File: src/rtl/mem_port_arbiter.sv
// mem_port_arbiter
//   Shares one single-ported unified memory between the multi-cycle CPU
//   (instruction fetch and lw/sw) and an external requester (loader, debug
//   or IO master). Each access holds mem_re/mem_we for MEM_LAT cycles.
//   Read data is captured in the last of those cycles. A one-cycle ack
//   then goes to the requester that owns the access.
//
//   Ports
//     CLK, Reset                     clock (rising edge), async active-high reset
//     cpu_req/we/addr/wdata          CPU request, held until cpu_ack
//     cpu_rdata, cpu_ack             registered CPU read data, completion pulse
//     ext_req/we/addr/wdata          external request, held until ext_ack
//     ext_rdata, ext_ack             registered external read data, completion pulse
//     mem_addr/wdata/re/we           memory macro interface (all registered)
//     mem_rdata                      memory read data
//     busy                           high whenever an access is in flight (ACC/DONE)
//     grant_ext                      high while the external requester owns the memory
//
//   Optional build macro: ARB_STARVE_GUARD_EN
//     When defined, after three consecutive CPU grants made while ext_req
//     was pending, the external requester is granted ahead of the CPU.
//     When undefined, the CPU always has fixed priority.

module mem_port_arbiter #(
  parameter int unsigned ADDR_W  = 16,
  parameter int unsigned DATA_W  = 16,
  parameter int unsigned MEM_LAT = 1
) (
  input  logic              CLK,
  input  logic              Reset,
  input  logic              cpu_req,
  input  logic              cpu_we,
  input  logic [ADDR_W-1:0] cpu_addr,
  input  logic [DATA_W-1:0] cpu_wdata,
  output logic [DATA_W-1:0] cpu_rdata,
  output logic              cpu_ack,
  input  logic              ext_req,
  input  logic              ext_we,
  input  logic [ADDR_W-1:0] ext_addr,
  input  logic [DATA_W-1:0] ext_wdata,
  output logic [DATA_W-1:0] ext_rdata,
  output logic              ext_ack,
  output logic [ADDR_W-1:0] mem_addr,
  output logic [DATA_W-1:0] mem_wdata,
  input  logic [DATA_W-1:0] mem_rdata,
  output logic              mem_re,
  output logic              mem_we,
  output logic              busy,
  output logic              grant_ext
);

  generate
    if (MEM_LAT == 0 || MEM_LAT > 7) begin : g_bad_mem_lat
      $error("mem_port_arbiter: MEM_LAT must be in 1..7");
    end
  endgenerate

  localparam logic [2:0] LAT_LOAD = 3'(MEM_LAT - 1);

  typedef enum logic [1:0] {
    ST_IDLE,
    ST_ACC,
    ST_DONE
  } state_t;

  state_t            state_q, state_d;
  logic [2:0]        lat_cnt_q, lat_cnt_d;
  logic              owner_ext_q, owner_ext_d;
  logic              we_q, we_d;
  logic [ADDR_W-1:0] mem_addr_q, mem_addr_d;
  logic [DATA_W-1:0] mem_wdata_q, mem_wdata_d;
  logic              mem_re_q, mem_re_d;
  logic              mem_we_q, mem_we_d;
  logic [DATA_W-1:0] cpu_rdata_q, cpu_rdata_d;
  logic [DATA_W-1:0] ext_rdata_q, ext_rdata_d;
  logic              cpu_ack_q, cpu_ack_d;
  logic              ext_ack_q, ext_ack_d;
  logic              busy_q, busy_d;
  logic              grant_ext_q, grant_ext_d;
`ifdef ARB_STARVE_GUARD_EN
  logic [1:0]        starve_cnt_q, starve_cnt_d;
`endif

  logic take_ext;
  logic sel_we;

  always_comb begin
    state_d     = state_q;
    lat_cnt_d   = lat_cnt_q;
    owner_ext_d = owner_ext_q;
    we_d        = we_q;
    mem_addr_d  = mem_addr_q;
    mem_wdata_d = mem_wdata_q;
    mem_re_d    = mem_re_q;
    mem_we_d    = mem_we_q;
    cpu_rdata_d = cpu_rdata_q;
    ext_rdata_d = ext_rdata_q;
    cpu_ack_d   = 1'b0;
    ext_ack_d   = 1'b0;
    busy_d      = busy_q;
    grant_ext_d = grant_ext_q;
`ifdef ARB_STARVE_GUARD_EN
    starve_cnt_d = starve_cnt_q;
    // ext wins if the CPU is absent, or if it has been passed over three times in a row
    take_ext = ext_req && (!cpu_req || (starve_cnt_q == 2'd3));
`else
    take_ext = ext_req && !cpu_req;
`endif
    sel_we = take_ext ? ext_we : cpu_we;

    unique case (state_q)
      ST_IDLE: begin
        if (cpu_req || ext_req) begin
          state_d     = ST_ACC;
          lat_cnt_d   = LAT_LOAD;
          owner_ext_d = take_ext;
          we_d        = sel_we;
          mem_addr_d  = take_ext ? ext_addr  : cpu_addr;
          mem_wdata_d = take_ext ? ext_wdata : cpu_wdata;
          mem_re_d    = !sel_we;
          mem_we_d    = sel_we;
          busy_d      = 1'b1;
          grant_ext_d = take_ext;
`ifdef ARB_STARVE_GUARD_EN
          if (take_ext || !ext_req) begin
            starve_cnt_d = '0;
          end else begin
            starve_cnt_d = starve_cnt_q + 2'd1;
          end
`endif
        end
      end
      ST_ACC: begin
        if (lat_cnt_q == 3'd0) begin
          state_d  = ST_DONE;
          mem_re_d = 1'b0;
          mem_we_d = 1'b0;
          if (!we_q) begin
            if (owner_ext_q) ext_rdata_d = mem_rdata;
            else             cpu_rdata_d = mem_rdata;
          end
          cpu_ack_d = !owner_ext_q;
          ext_ack_d = owner_ext_q;
        end else begin
          lat_cnt_d = lat_cnt_q - 3'd1;
        end
      end
      ST_DONE: begin
        state_d     = ST_IDLE;
        busy_d      = 1'b0;
        grant_ext_d = 1'b0;
      end
      default: begin
        state_d = ST_IDLE;
      end
    endcase
  end

  always_ff @(posedge CLK or posedge Reset) begin
    if (Reset) begin
      state_q      <= ST_IDLE;
      lat_cnt_q    <= '0;
      owner_ext_q  <= 1'b0;
      we_q         <= 1'b0;
      mem_addr_q   <= '0;
      mem_wdata_q  <= '0;
      mem_re_q     <= 1'b0;
      mem_we_q     <= 1'b0;
      cpu_rdata_q  <= '0;
      ext_rdata_q  <= '0;
      cpu_ack_q    <= 1'b0;
      ext_ack_q    <= 1'b0;
      busy_q       <= 1'b0;
      grant_ext_q  <= 1'b0;
`ifdef ARB_STARVE_GUARD_EN
      starve_cnt_q <= '0;
`endif
    end else begin
      state_q      <= state_d;
      lat_cnt_q    <= lat_cnt_d;
      owner_ext_q  <= owner_ext_d;
      we_q         <= we_d;
      mem_addr_q   <= mem_addr_d;
      mem_wdata_q  <= mem_wdata_d;
      mem_re_q     <= mem_re_d;
      mem_we_q     <= mem_we_d;
      cpu_rdata_q  <= cpu_rdata_d;
      ext_rdata_q  <= ext_rdata_d;
      cpu_ack_q    <= cpu_ack_d;
      ext_ack_q    <= ext_ack_d;
      busy_q       <= busy_d;
      grant_ext_q  <= grant_ext_d;
`ifdef ARB_STARVE_GUARD_EN
      starve_cnt_q <= starve_cnt_d;
`endif
    end
  end

  assign cpu_rdata = cpu_rdata_q;
  assign ext_rdata = ext_rdata_q;
  assign cpu_ack   = cpu_ack_q;
  assign ext_ack   = ext_ack_q;
  assign mem_addr  = mem_addr_q;
  assign mem_wdata = mem_wdata_q;
  assign mem_re    = mem_re_q;
  assign mem_we    = mem_we_q;
  assign busy      = busy_q;
  assign grant_ext = grant_ext_q;

endmodule

File: config.mk
export PLATFORM = sky130hd
export DESIGN_NAME = mem_port_arbiter
export DESIGN_NICKNAME = d
export VERILOG_FILES = /design/src/rtl/mem_port_arbiter.sv
export SDC_FILE = /design/constraint.sdc
export NUM_CORES = 1
export LEC_CHECK = 0
export BUFFER_PORTS_ARGS = -buffer_cell sky130_fd_sc_hd__buf_2
export CORE_MARGIN = 4
export CORE_UTILIZATION = 46
export DETAILED_ROUTE_END_ITERATION = 7
export PLACE_DENSITY = 0.78
export SLEW_MARGIN = 20
export SYNTH_ARGS = -nofsm -noshare
export SYNTH_HDL_FRONTEND = slang
export SYNTH_SLANG_ARGS = --single-unit
File: constraint.sdc
create_clock -name CLK -period 3.2 [get_ports CLK]
set_clock_uncertainty 0.2 [all_clocks]
set_input_delay 0.16 -clock CLK [delete_from_list [all_inputs] [get_ports CLK]]
set_output_delay 0.16 -clock CLK [all_outputs]
set_load 0.02 [all_outputs]
**Word-level counts from Yosys, hierarchy flattened**

Cells that the tools add are included.

- Register bits after elaboration: 77
- Latch bits: 0
- RAM bits: 0
- Memory bits (read-only): 0
- Output and inout bits: 70
- Memories: 0

- Add/sub/neg operators: 1
- Multiply operators: 0
- Divide/modulo/power cells: 0
- Order comparisons: 0
- Equality and inequality tests: 5
- Shift operators: 0
- Mux-type cells: 22
- Bitwise operators: 2
- Reductions and logical operators: 16

Operator list:

| kind | number |
|---|---|
| two-way mux 16 bit | 2 |
| two-way mux 1 bit | 10 |
| one-hot mux 1 bit (2 select lines) | 4 |
| AND reduction 4 bit | 2 |
| two-way mux 3 bit | 2 |
| != test 2 bit (second input constant) | 3 |
| one-hot mux 3 bit (2 select lines) | 1 |
| AND reduction 2 bit | 3 |
| AND reduction 3 bit | 2 |
| two-way mux 2 bit | 2 |
| one-hot mux 2 bit (2 select lines) | 1 |
| nonzero test 2 bit | 2 |
| zero test 1 bit | 3 |
| zero test 3 bit | 1 |
| subtractor 3 x 1 -> 3 bit (second input constant) | 1 |
| == test 2 x 1 -> 1 bit (second input constant) | 1 |
| == test 2 bit (second input constant) | 1 |
| zero test 2 bit | 1 |
| NOT 1 bit | 2 |
| logical AND 1 bit | 1 |
| logical OR 1 bit | 1 |

**Logic depth before layout (Yosys ltp)**

- Word-level depth: 6
- Gate-level depth with buffers: 7
- Depth with buffers taken out: 6

**Worst setup path before layout**

OpenSTA, ideal clock, no wires.

- Path kind: register to register
- From: register lat_cnt_q[0]
- To: register cpu_rdata_q[0] (netlist: cpu_rdata[0])
- Arrival time: 1.690 ns
- Required time: 2.875 ns
- Slack: 1.184 ns
- Cell stages (with the launch flop): 8
- Path buffers: 2
- Period minus slack after synthesis: 2.016 ns
- Cell sequence: dfrtp_1 > inv_1 > ha_1 > nand4bb_4 > or3_1 > buf_6 > buf_12 > mux2_4

- Cells in the longest elaborated chain, start to end: 2

Ends and longest elaborated chain:

| item | RTL line | RTL |
|---|---|---|
| start: declaration | 67 | `logic [2:0] lat_cnt_q, lat_cnt_d;` |
| start signal: assignment | 180 | `lat_cnt_q <= lat_cnt_d;` |
| zero test 3 bit | 134 | `if (lat_cnt_q == 3'd0) begin` |
| AND reduction 4 bit (no line) | -- |  |
| end signal: assignment | 187 | `cpu_rdata_q <= cpu_rdata_d;` |
| end: declaration | 74 | `logic [DATA_W-1:0] cpu_rdata_q, cpu_rdata_d;` |

Every way passes these cells.
A chain may end at the register's enable or synchronous reset.

**Final worst setup path**

- From: input cpu_req
- To: register mem_addr_q[7] (netlist: mem_addr[7])

- Cells in the longest elaborated chain, start to end: 3

Ends and longest elaborated chain:

| item | RTL line | RTL |
|---|---|---|
| start: declaration | 31 | `input logic cpu_req,` |
| zero test 1 bit | 107 | `take_ext = ext_req && !cpu_req;` |
| logical AND 1 bit | 107 |  |
| two-way mux 16 bit | 118 | `mem_addr_d = take_ext ? ext_addr : cpu_addr;` |
| end signal: assignment | 183 | `mem_addr_q <= mem_addr_d;` |
| end: declaration | 70 | `logic [ADDR_W-1:0] mem_addr_q, mem_addr_d;` |

Parallel ways exist; a longest one is shown, timed or not.

==> flow_metrics.tcl <==
set metrics [dict create \
    synth_cell_types 30 \
    rows 30 \
    place_inst 500 \
    layout.nets 584 \
    netlist_area_sq_um 3324 \
    postSynthCellCount 262 \
    grt_pass1_vias 3302 \
    cp.arrival_ns 2.82 \
    grt_max_degree 66 \
    finalPower_mw 4.611 \
    status "finished, final reports clean" \
    synth_top_cell_by_area "dfrtp_1" \
    fin_crit_sh 0.8804 \
    diodes 0 \
    end_kind "flip-flop" \
    fp.dieW_um 93.01 \
    ys_seq_elements 77 \
    p_leak_nw 2.651 \
    avgSynthCellArea_sq_um 12.69 \
    firstDrtPassIters 4 \
    die-area_sq_um 8651 \
    fin_tns_setup_ns 0 \
    multiInputGateArea_sq_um 1295 \
    fillers 461 \
    wire_per_inst_um 16.74 \
    dpl-instance-area_sq_um 4168 \
    cts_buffer_depth 2 \
    setup_violations 0 \
    final_cell_mix "buf_2 (155), dlygate4sd3_1 (81), dfrtp_1 (77), o21ai_0 (64), mux2i_1 (33)" \
    final_cells 596 \
    grt_pass1_wl_mm 16.08 \
    insertion_delay_ns 0.34 \
    fmax_mhz 355.0 \
    hold_viol 0 \
    p_per_area_nw_per_um2 890.1 \
    clock-sinks 77 \
    crit_fanout 25 \
    hold_path_class "input pin to flip-flop" \
    initial_core_util 0.4813 \
    irDropWorstVdd_v 0.0004183 \
    antenna_found_initial 0 \
    startpoint_type "input pin" \
    core_sq_um 6907 \
    synthToLayoutAreaGrowth_pct 55.81 \
    ctsResizeCount 0 \
    die_h_um 93.01 \
    first_iter_violations 96 \
    slew_headroom 0.4059 \
    final-seq-area_sq_um 1927 \
    drc 0 \
    rsz0062_at_grt "false" \
    io_pins 156 \
    cp.required_ns 3.20 \
    whs_ns 0.01914 \
    cap_violations 0 \
    final_common_cell "buf_2" \
    io_buffers 155 \
    postRouteAntennaNets 0 \
    period_needed_ns 2.817 \
    hpwl_mm 5.664 \
    worstSetupPathType "input pin to flip-flop" \
    yosysTopAreaCellShare 0.5796 \
    gr-total-overflow 0 \
    cts.clk_slew.worst_paths_ns 0.08 \
    h-tree-depth 3 \
    routed_wl_mm 9.980 \
    ys_top_cells_by_area "dfrtp_1 (58%), mux2i_1 (9.9%), o21ai_0 (9.6%)" \
    via_per_inst 5.163 \
    gp_congestion 0.7620 \
    design_area_sq_um 5180 \
    synth_seq_area_share 0.5796 \
    cts_buffers 9 \
    synth_warnings 0 \
    drive_gt1_frac 0.4200 \
    tightestPinTransition_ns 0.8911 \
    slew_violations 0 \
    route.vias.total 3077 \
    cts-root-buf "clkbuf_8" \
    grt_usage 0.2356 \
    syn_nets 350 \
    cts_tree "done" \
]
stage by stage:
stage,setup WS (ns),utilization
final,0.3828,0.7500
after floorplan,0.8733,-
after global placement,0.9124,0.6034
after global routing,0.3215,0.7500
after CTS,0.5283,0.7498
after detailed placement,0.8645,0.6034
timing repair:
item / 4_1_cts / 5_1_grt
endpoints found under the hold margin: 128 / 0
hold buffers: 81 / 0
buffers inserted: 0 / 0
registers in the layout, summed over array words and instances (netlist names):
name and count:
ext_rdata 16, state_q 2, mem_re 1, mem_addr 16
grant_ext 1, cpu_rdata 16, mem_wdata 16, mem_we 1
ext_ack 1, cpu_ack 1, busy 1, we_q 1
owner_ext_q 1, lat_cnt_q 3
synth_stat cells, drive strengths merged:
cell and instances:
ha 2, nor3 1, dfrtp 77, nand4bb 1, inv 5, o22ai 1, o2bb2ai 1, nor2 4
nor2b 1, mux2i 33, a31o 2, buf 6, o21ai 65, nand3b 3, or2 2, a21oi 6
a2bb2oi 1, a21o 1, nand2b 2, or3 1, nand2 3, and2 1, clkbuf 11, mux2 32
logic make-up after synthesis:
| group | after synthesis | share of synthesized area |
|---|---|---|
| adder cells (fa/ha/maj) | 2 | 0.007526 |
| AO/OA/AOI/OAI | 77 | 0.1216 |
| multiplexers | 65 | 0.2190 |
| buffers and inverters | 22 | 0.03350 |
| flip-flops | 77 | 0.5796 |
| AND/OR/NAND/NOR | 19 | 0.03876 |
power breakdown:
part           internal (mW)  total [mW]  leakage, nW  switching [mW]
Clock                  0.399       0.740       0.0947           0.341
Combinational          0.881        2.15         1.63            1.27
Sequential              1.45        1.72        0.929           0.266
final cells by class:
type | count | area share
multi-input cells | 163 | 0.2500
flip-flops and latches | 77 | 0.3720
well taps | 96 | 0.02319
clock inverters | 3 | 0.008696
clock buffers | 12 | 0.02995
inverters | 5 | 0.004106
repair buffers | 240 | 0.3121
critical path: stages:
cell           delay, ns
dlygate4sd3_1       0.54
buf_2               0.20
nand2b_2            0.67
buf_4               0.33
mux2i_1             0.23
dlygate4sd3_1       0.60
o21ai_0             0.09
worst paths after layout:
path | start | end | slack [ns] | cells past startpoint
max reg2reg | lat_cnt_q[0] | cpu_rdata[15] | 0.88 | 5
min in group asynchronous | Reset | ext_rdata[11] | 0.33 | 3
min | ext_req | grant_ext | 0.02 | 3
max | cpu_req | mem_addr[7] | 0.38 | 7
max in group asynchronous | Reset | mem_addr[6] | 1.78 | 4
min reg2reg | lat_cnt_q[0] | lat_cnt_q[0] | 0.28 | 1
metal layers:
| layer | GRT usage | routed length (um) |
|---|---|---|
| met3 | 0.06677 | 820 |
| met1 | 0.2941 | 3992 |
| met5 | 0 | 0 |
| met4 | 0.06349 | 98 |
| met2 | 0.4019 | 5068 |
(Power assumes the default switching activity.)
